## src/rtl/encoder_4to2.sv

```systemverilog
// -----------------------------------------------------------------------------
// encoder_4to2
//   Registered 4-to-2 priority encoder with valid and multi-hot flags.
//   Converts four request lines into a binary index for downstream select/mux
//   logic. All outputs are flops; nothing passes combinationally from input
//   to output.
//
// Parameters
//   HIGH_PRIORITY : 1 = highest asserted index wins (A3 > A2 > A1 > A0)
//                   0 = lowest asserted index wins  (A0 > A1 > A2 > A3)
//
// Ports
//   clk    in   rising-edge clock
//   rst_n  in   synchronous active-low reset (clears all outputs)
//   EN     in   1 = capture new encoding on this edge, 0 = hold
//   A0..A3 in   request lines, index 0..3
//   Y0,Y1  out  encoded index (registered)
//   VALID  out  at least one request was high at capture (registered)
//   MULTI  out  two or more requests were high at capture (registered)
// -----------------------------------------------------------------------------
module encoder_4to2 #(
  parameter int HIGH_PRIORITY = 1
) (
  input  logic clk,
  input  logic rst_n,
  input  logic EN,
  input  logic A0,
  input  logic A1,
  input  logic A2,
  input  logic A3,
  output logic Y0,
  output logic Y1,
  output logic VALID,
  output logic MULTI
);

  logic [3:0] req;
  logic [1:0] y_d, y_q;
  logic       valid_d, valid_q;
  logic       multi_d, multi_q;

  assign req = {A3, A2, A1, A0};

  // Index of the winning request. With no request the result is 00; VALID
  // is what tells that apart from an A0 request.
  function automatic logic [1:0] prio_idx(input logic [3:0] r);
    logic [1:0] idx;
    idx = 2'd0;
    if (HIGH_PRIORITY != 0) begin
      if      (r[3]) idx = 2'd3;
      else if (r[2]) idx = 2'd2;
      else if (r[1]) idx = 2'd1;
      else           idx = 2'd0;
    end else begin
      if      (r[0]) idx = 2'd0;
      else if (r[1]) idx = 2'd1;
      else if (r[2]) idx = 2'd2;
      else if (r[3]) idx = 2'd3;
      else           idx = 2'd0;
    end
    return idx;
  endfunction

  // Clearing the lowest set bit leaves something only if two or more bits
  // were set.
  function automatic logic is_multi(input logic [3:0] r);
    return (r & (r - 4'd1)) != 4'd0;
  endfunction

  always_comb begin
    y_d     = y_q;
    valid_d = valid_q;
    multi_d = multi_q;
    if (EN) begin
      y_d     = prio_idx(req);
      valid_d = |req;
      multi_d = is_multi(req);
    end
  end

  // Output register stage: reset takes precedence over EN.
  always_ff @(posedge clk) begin
    if (!rst_n) begin
      y_q     <= 2'd0;
      valid_q <= 1'b0;
      multi_q <= 1'b0;
    end else begin
      y_q     <= y_d;
      valid_q <= valid_d;
      multi_q <= multi_d;
    end
  end

  assign Y0    = y_q[0];
  assign Y1    = y_q[1];
  assign VALID = valid_q;
  assign MULTI = multi_q;

endmodule

```

## config.mk

```make
export PLATFORM = sky130hd
export DESIGN_NAME = encoder_4to2
export DESIGN_NICKNAME = d
export VERILOG_FILES = /design/src/rtl/encoder_4to2.sv
export SDC_FILE = /design/constraint.sdc
export NUM_CORES = 1
export LEC_CHECK = 0
export CAP_MARGIN = 20
export CORE_AREA = 2 2 39 41
export CTS_BUF_LIST = sky130_fd_sc_hd__clkbuf_2
export CTS_CLUSTER_SIZE = 14
export DETAILED_ROUTE_END_ITERATION = 16
export DIE_AREA = 0 0 41 43
export PLACE_DENSITY_LB_ADDON = 0.05
export SYNTH_ARGS = -nofsm -noshare
export SYNTH_HDL_FRONTEND = slang
export SYNTH_SLANG_ARGS = --single-unit
```

## constraint.sdc

```tcl
create_clock -name clk -period 1.2 [get_ports clk]
set_clock_uncertainty 0.05 [all_clocks]
set_input_delay 0.24 -clock clk [delete_from_list [all_inputs] [get_ports clk]]
set_output_delay 0.24 -clock clk [all_outputs]
set_load 0.005 [all_outputs]
```

==> results.toml, run 1 <==
[critical_path]
cp-start-kind = "primary input"
crit_path_end_kind = "flop"
crit_required_ns = 1.26
cp_max_fo = 8
cp.arrival_ns = 1.20
worstSetupPathType = "in -> reg"

[floorplanning]
rows = 14
die_h_um = 43
core_area_um2 = 1380
die_w_um = 41
start_util = 0.119
dieArea_um2 = 1760
ioPinCount = 11

[cts]
postCtsSetupBuffers = 0
insertion_delay_ns = 0.20
clockBufferDepth = 2
cts_buffers = 3
clock-sinks = 4
cts_tree = "built"
htreeDepth = 1
clock-root-buffer = "clkbuf_2"
path_clk_slew_ns = 0.04
cts_hold_buffers = 0

[run]
cap_violations = 0

[finish]
nets = 44
seqCellArea_um2 = 80.1
final_cell_mix = "clkdlybuf4s50_1, dfxtp_1, dlygate4sd2_1"
syn2layout_area_growth_pct = 92.4
multi_input_area_um2 = 81.3
final_area_um2 = 318
fillers = 162
drive_gt1_frac = 0.171
layout_commonest_cell = "clkdlybuf4s50_1"
fin_util = 0.230
diodes = 0

[grt]
grt_pass1_vias = 194
grt_max_degree = 9
grt_antenna_before_repair = 0
grt.overflow.total = 0
track_usage = 0.0764
grt_pass1_wl_um = 828

[detailed_routing]
drtIter0Drc = 0
post-route-drc-count = 0
drt-total-wl_um = 473
wl_per_cell_um = 9.27
first_pass_iters = 1
via_per_inst = 3.94
vias = 201
ant_nets = 0

[synth]
netlist_area_um2 = 165
yosysWarnings = 0
yosysSeqAreaShare = 0.485
avgSynthCellArea_um2 = 8.69
synth.distinct_cells = 13
ys_seq_elements = 4
syn_nets = 26
syn-instance-count = 19

[sta]
hold_ws_ns = 0.417
fmax_mhz = 880
rsz0062_at_grt = "no"
final-setup-viol-count = 0
maxSlewViolCount = 0
layout_setup_ws_ns = 0.0637
relSlewSlack = 0.828
period_minus_slack_ns = 1.14
fin_crit_sh = 0.947
tightestPinTransition_ns = 0.257
hold_violations = 0

[pwr]
irDropWorstVdd_mv = 0.365
powerDensity_nw_per_um2 = 1050
p_leak_nw = 0.134

[place]
dpl_worst_slack_ns = -0.171
dpl-instance-area_um2 = 308
gp_congestion = 0.648
portBuffers = 10
dpl.hpwl_um = 387

[outcome]
outcome = "complete, no violations"

[hold_path]
hp-class = "reg -> reg"
[layout make-up]
cell class,instances,share of cell area
repair buffers,13,0.370
multi-input cells,14,0.256
flip-flops and latches,4,0.252
well taps,16,0.0630
clock buffers,3,0.0472
inverters,1,0.0118
[report_power, final]
group,switching [mW],internal (mW)
clock,0.0522,0.0672
combinational,0.0261,0.0416
sequential,0.00373,0.144
[per-layer routing]
| layer | share of wire | global-route usage | vias up |
|---|---|---|---|
| met5 | 0 | 0 | - |
| met4 | 0 | 0.0200 | 0 |
| met3 | 0.099 | 0.0785 | 0 |
| met2 | 0.46 | 0.100 | 8 |
| met1 | 0.44 | 0.0839 | 85 |
| li1 | - | - | 108 |
[cells in the mapped netlist]
cell,n,area (um2)
a21oi_1,2,10.0
o32ai_1,1,8.76
a31oi_1,1,6.26
o311ai_1,1,8.76
nor2_1,1,3.75
a211oi_1,1,7.51
dfxtp_1,4,80.1
nor3_1,1,5.00
o21ai_0,3,15.0
inv_1,1,3.75
nand2b_1,1,6.26
nor4_1,1,6.26
nand2_1,1,3.75
[worst max-delay path, cell delays in order]
cell	delay [ns]
clkdlybuf4s50_1	0.61
o311ai_1	0.14
o32ai_1	0.21
[stage by stage]
step	cells	TNS (ns)	power, mW
6_report	51	0	0.335
5_1_grt	51	0	0.359
4_1_cts	51	0	0.348
3_5_place_dp	48	-0.406	0.226
3_3_place_gp	48	-0.421	0.226
2_1_floorplan	19	0	0.166
[worst paths after layout]
kind | startpoint | endpoint | slack [ns] | cells past startpoint
min reg2reg | MULTI | MULTI | 0.42 | 2
max | EN | MULTI | 0.06 | 3
max reg2reg | VALID | VALID | 0.51 | 2
min | MULTI | MULTI | 0.42 | 2
[sequential cells by signal, indices dropped and copies added (netlist names)]
name / cells
VALID: 1
MULTI: 1
y_q: 2
[cells by family (layout without fill, tap and decap cells)]
family	after synthesis	in the layout	synth area share
AOI/OAI and AO/OA	9	9	0.341
and+or+nand+nor	5	5	0.151
DFF	4	4	0.485
buffers and inverters	1	17	0.0227
[repair_timing]
| item | in CTS | in global routing |
|---|---|---|
| gates resized for setup | 4 | 0 |
| endpoints found under the setup margin | 4 | 0 |
| hold endpoints to repair | 0 | 0 |
(Power assumes the default switching activity.)
==> run 2: changes to the inputs <==
==> constraint.sdc (replaced) <==
create_clock -name clk -period 1.18 [get_ports clk]
set_clock_uncertainty 0.05 [all_clocks]
set_input_delay 0.177 -clock clk [delete_from_list [all_inputs] [get_ports clk]]
set_output_delay 0.177 -clock clk [all_outputs]
set_load 0.005 [all_outputs]
==> run 2 against run 1 <==
  * Core utilization unchanged
  * Combinational power increased by 2%
  * Setup slack improved by 0.055 ns
  * Non-clock buffer count unchanged
  * Critical path depth unchanged
  * Hold slack improved by 0.013 ns
  * Global-route usage decreased by 0.60 points
  * Sequential cell count unchanged
==> results.toml, run 2 (same netlist as run 1, synthesis figures left out) <==
[cts]
postCtsSetupBuffers = 0
cts_buffers = 3
cts_hold_buffers = 0
clock-root-buffer = "clkbuf_2"
clock-sinks = 4
htreeDepth = 1
cts_tree = "built"
path_clk_slew_ns = 0.04
insertion_delay_ns = 0.21
clockBufferDepth = 2

[critical_path]
cp.arrival_ns = 1.13
r2r_slack_ns = 0.51
cp-startpoint = "EN"
crit_required_ns = 1.24
cpMaxStageDelayCell = "clkdlybuf4s50_1"
slowest_delay_ns = 0.59
worstSetupPathType = "in -> reg"
cp_max_fo = 8
cp_cell_sequence = "clkdlybuf4s50_1 > o311ai_1 > o32ai_1"
rr_startpoint = "VALID"
cp-start-kind = "primary input"
crit_path_end_kind = "flop"

[run]
cap_violations = 0

[pwr]
irDropWorstVdd_mv = 0.410
p_leak_nw = 0.134
powerDensity_nw_per_um2 = 1070
power_mw = 0.341

[sta]
hold_ws_ns = 0.430
rsz0062_at_grt = "no"
maxSlewViolCount = 0
tightestPinTransition_ns = 0.228
period_minus_slack_ns = 1.06
fmax_mhz = 942
fin_crit_sh = 0.900
relSlewSlack = 0.845
final-setup-viol-count = 0
layout_setup_ws_ns = 0.118
hold_violations = 0
finalSetupTns_ns = 0

[finish]
nets = 44
top_register = "y_q"
fillers = 153
finalNonFillerCells = 51
drive_gt1_frac = 0.171
final_cell_mix = "clkdlybuf4s50_1, dfxtp_1, dlygate4sd2_1"
largest_register_ffs = 2
syn2layout_area_growth_pct = 92.4
diodes = 0
layout_commonest_cell = "clkdlybuf4s50_1"

[floorplanning]
rows = 14
start_util = 0.119
dieArea_um2 = 1760
die_w_um = 41
ioPinCount = 11
core_area_um2 = 1380
die_h_um = 43

[outcome]
outcome = "complete, no violations"

[detailed_routing]
wl_per_cell_um = 9.22
drtIter0Drc = 8
first_pass_iters = 3
vias = 198
post-route-drc-count = 0
ant_nets = 0
drt-total-wl_um = 470
via_per_inst = 3.88

[grt]
grt_pass1_vias = 175
grt_max_degree = 9
grt_antenna_before_repair = 0
gr-usage-met1 = 0.0710
gr-usage-met3 = 0.0785
use_met2 = 0.0844
grt.overflow.total = 0
track_usage = 0.0704
grt_pass1_wl_um = 710
globalRoute.busiestLayer = "met2"

[place]
portBuffers = 10
dpl.hpwl_um = 392
place_inst = 48
dpl_worst_slack_ns = -0.0994
gp_congestion = 0.577

[hold_path]
min_from = "MULTI"
hp-class = "reg -> reg"
run 2: cell counts in the layout (fill, tap and decap cells not counted):
Identical to the previous run, type by type.
run 2: worst paths after layout:
| kind | end | cells after the start |
|---|---|---|
| hold / removal | MULTI | 2 |
| setup reg to reg | VALID | 2 |
| setup / recovery | MULTI | 3 |
| hold reg to reg | MULTI | 2 |
run 2: metrics by stage:
step	area (um2)	utilization
finish	318	0.230
global route	318	0.230
CTS	318	0.230
detailed placement	308	0.222
global placement	308	0.222
floorplan	165	-
run 2: cell type report:
type / count / area, um2 / share of cell area
Inverter: 1 / 3.75 / 0.0118
Tap cell: 16 / 20.0 / 0.0630
Clock buffer: 3 / 15.0 / 0.0472
Timing Repair Buffer: 13 / 118 / 0.370
Multi-Input combinational cell: 14 / 81.3 / 0.256
Sequential cell: 4 / 80.1 / 0.252
run 2: timing repair:
| action | in CTS | in global routing |
|---|---|---|
| resized for setup | 4 | 0 |
| endpoints found under the hold margin | 0 | 0 |
| endpoints found under the setup margin | 4 | 0 |
run 2: metal layers:
layer / vias up / wire (um) / part of all wire
met5: - / 0 / 0
met4: 0 / 0 / 0
met3: 0 / 52 / 0.11
met2: 9 / 235 / 0.50
met1: 83 / 182 / 0.39
li1: 106 / - / -
run 2: power breakdown:
part | internal (mW) | switching, mW | leakage (nW)
Combinational | 0.0423 | 0.0265 | 0.0885
Clock | 0.0683 | 0.0536 | 0.0125
Sequential | 0.146 | 0.00417 | 0.0334
run 2: critical path: cells and delay by family:
family / cells / cell delay [ns]
AOI/OAI and AO/OA: 2 / 0.35
buffers and inverters: 1 / 0.59
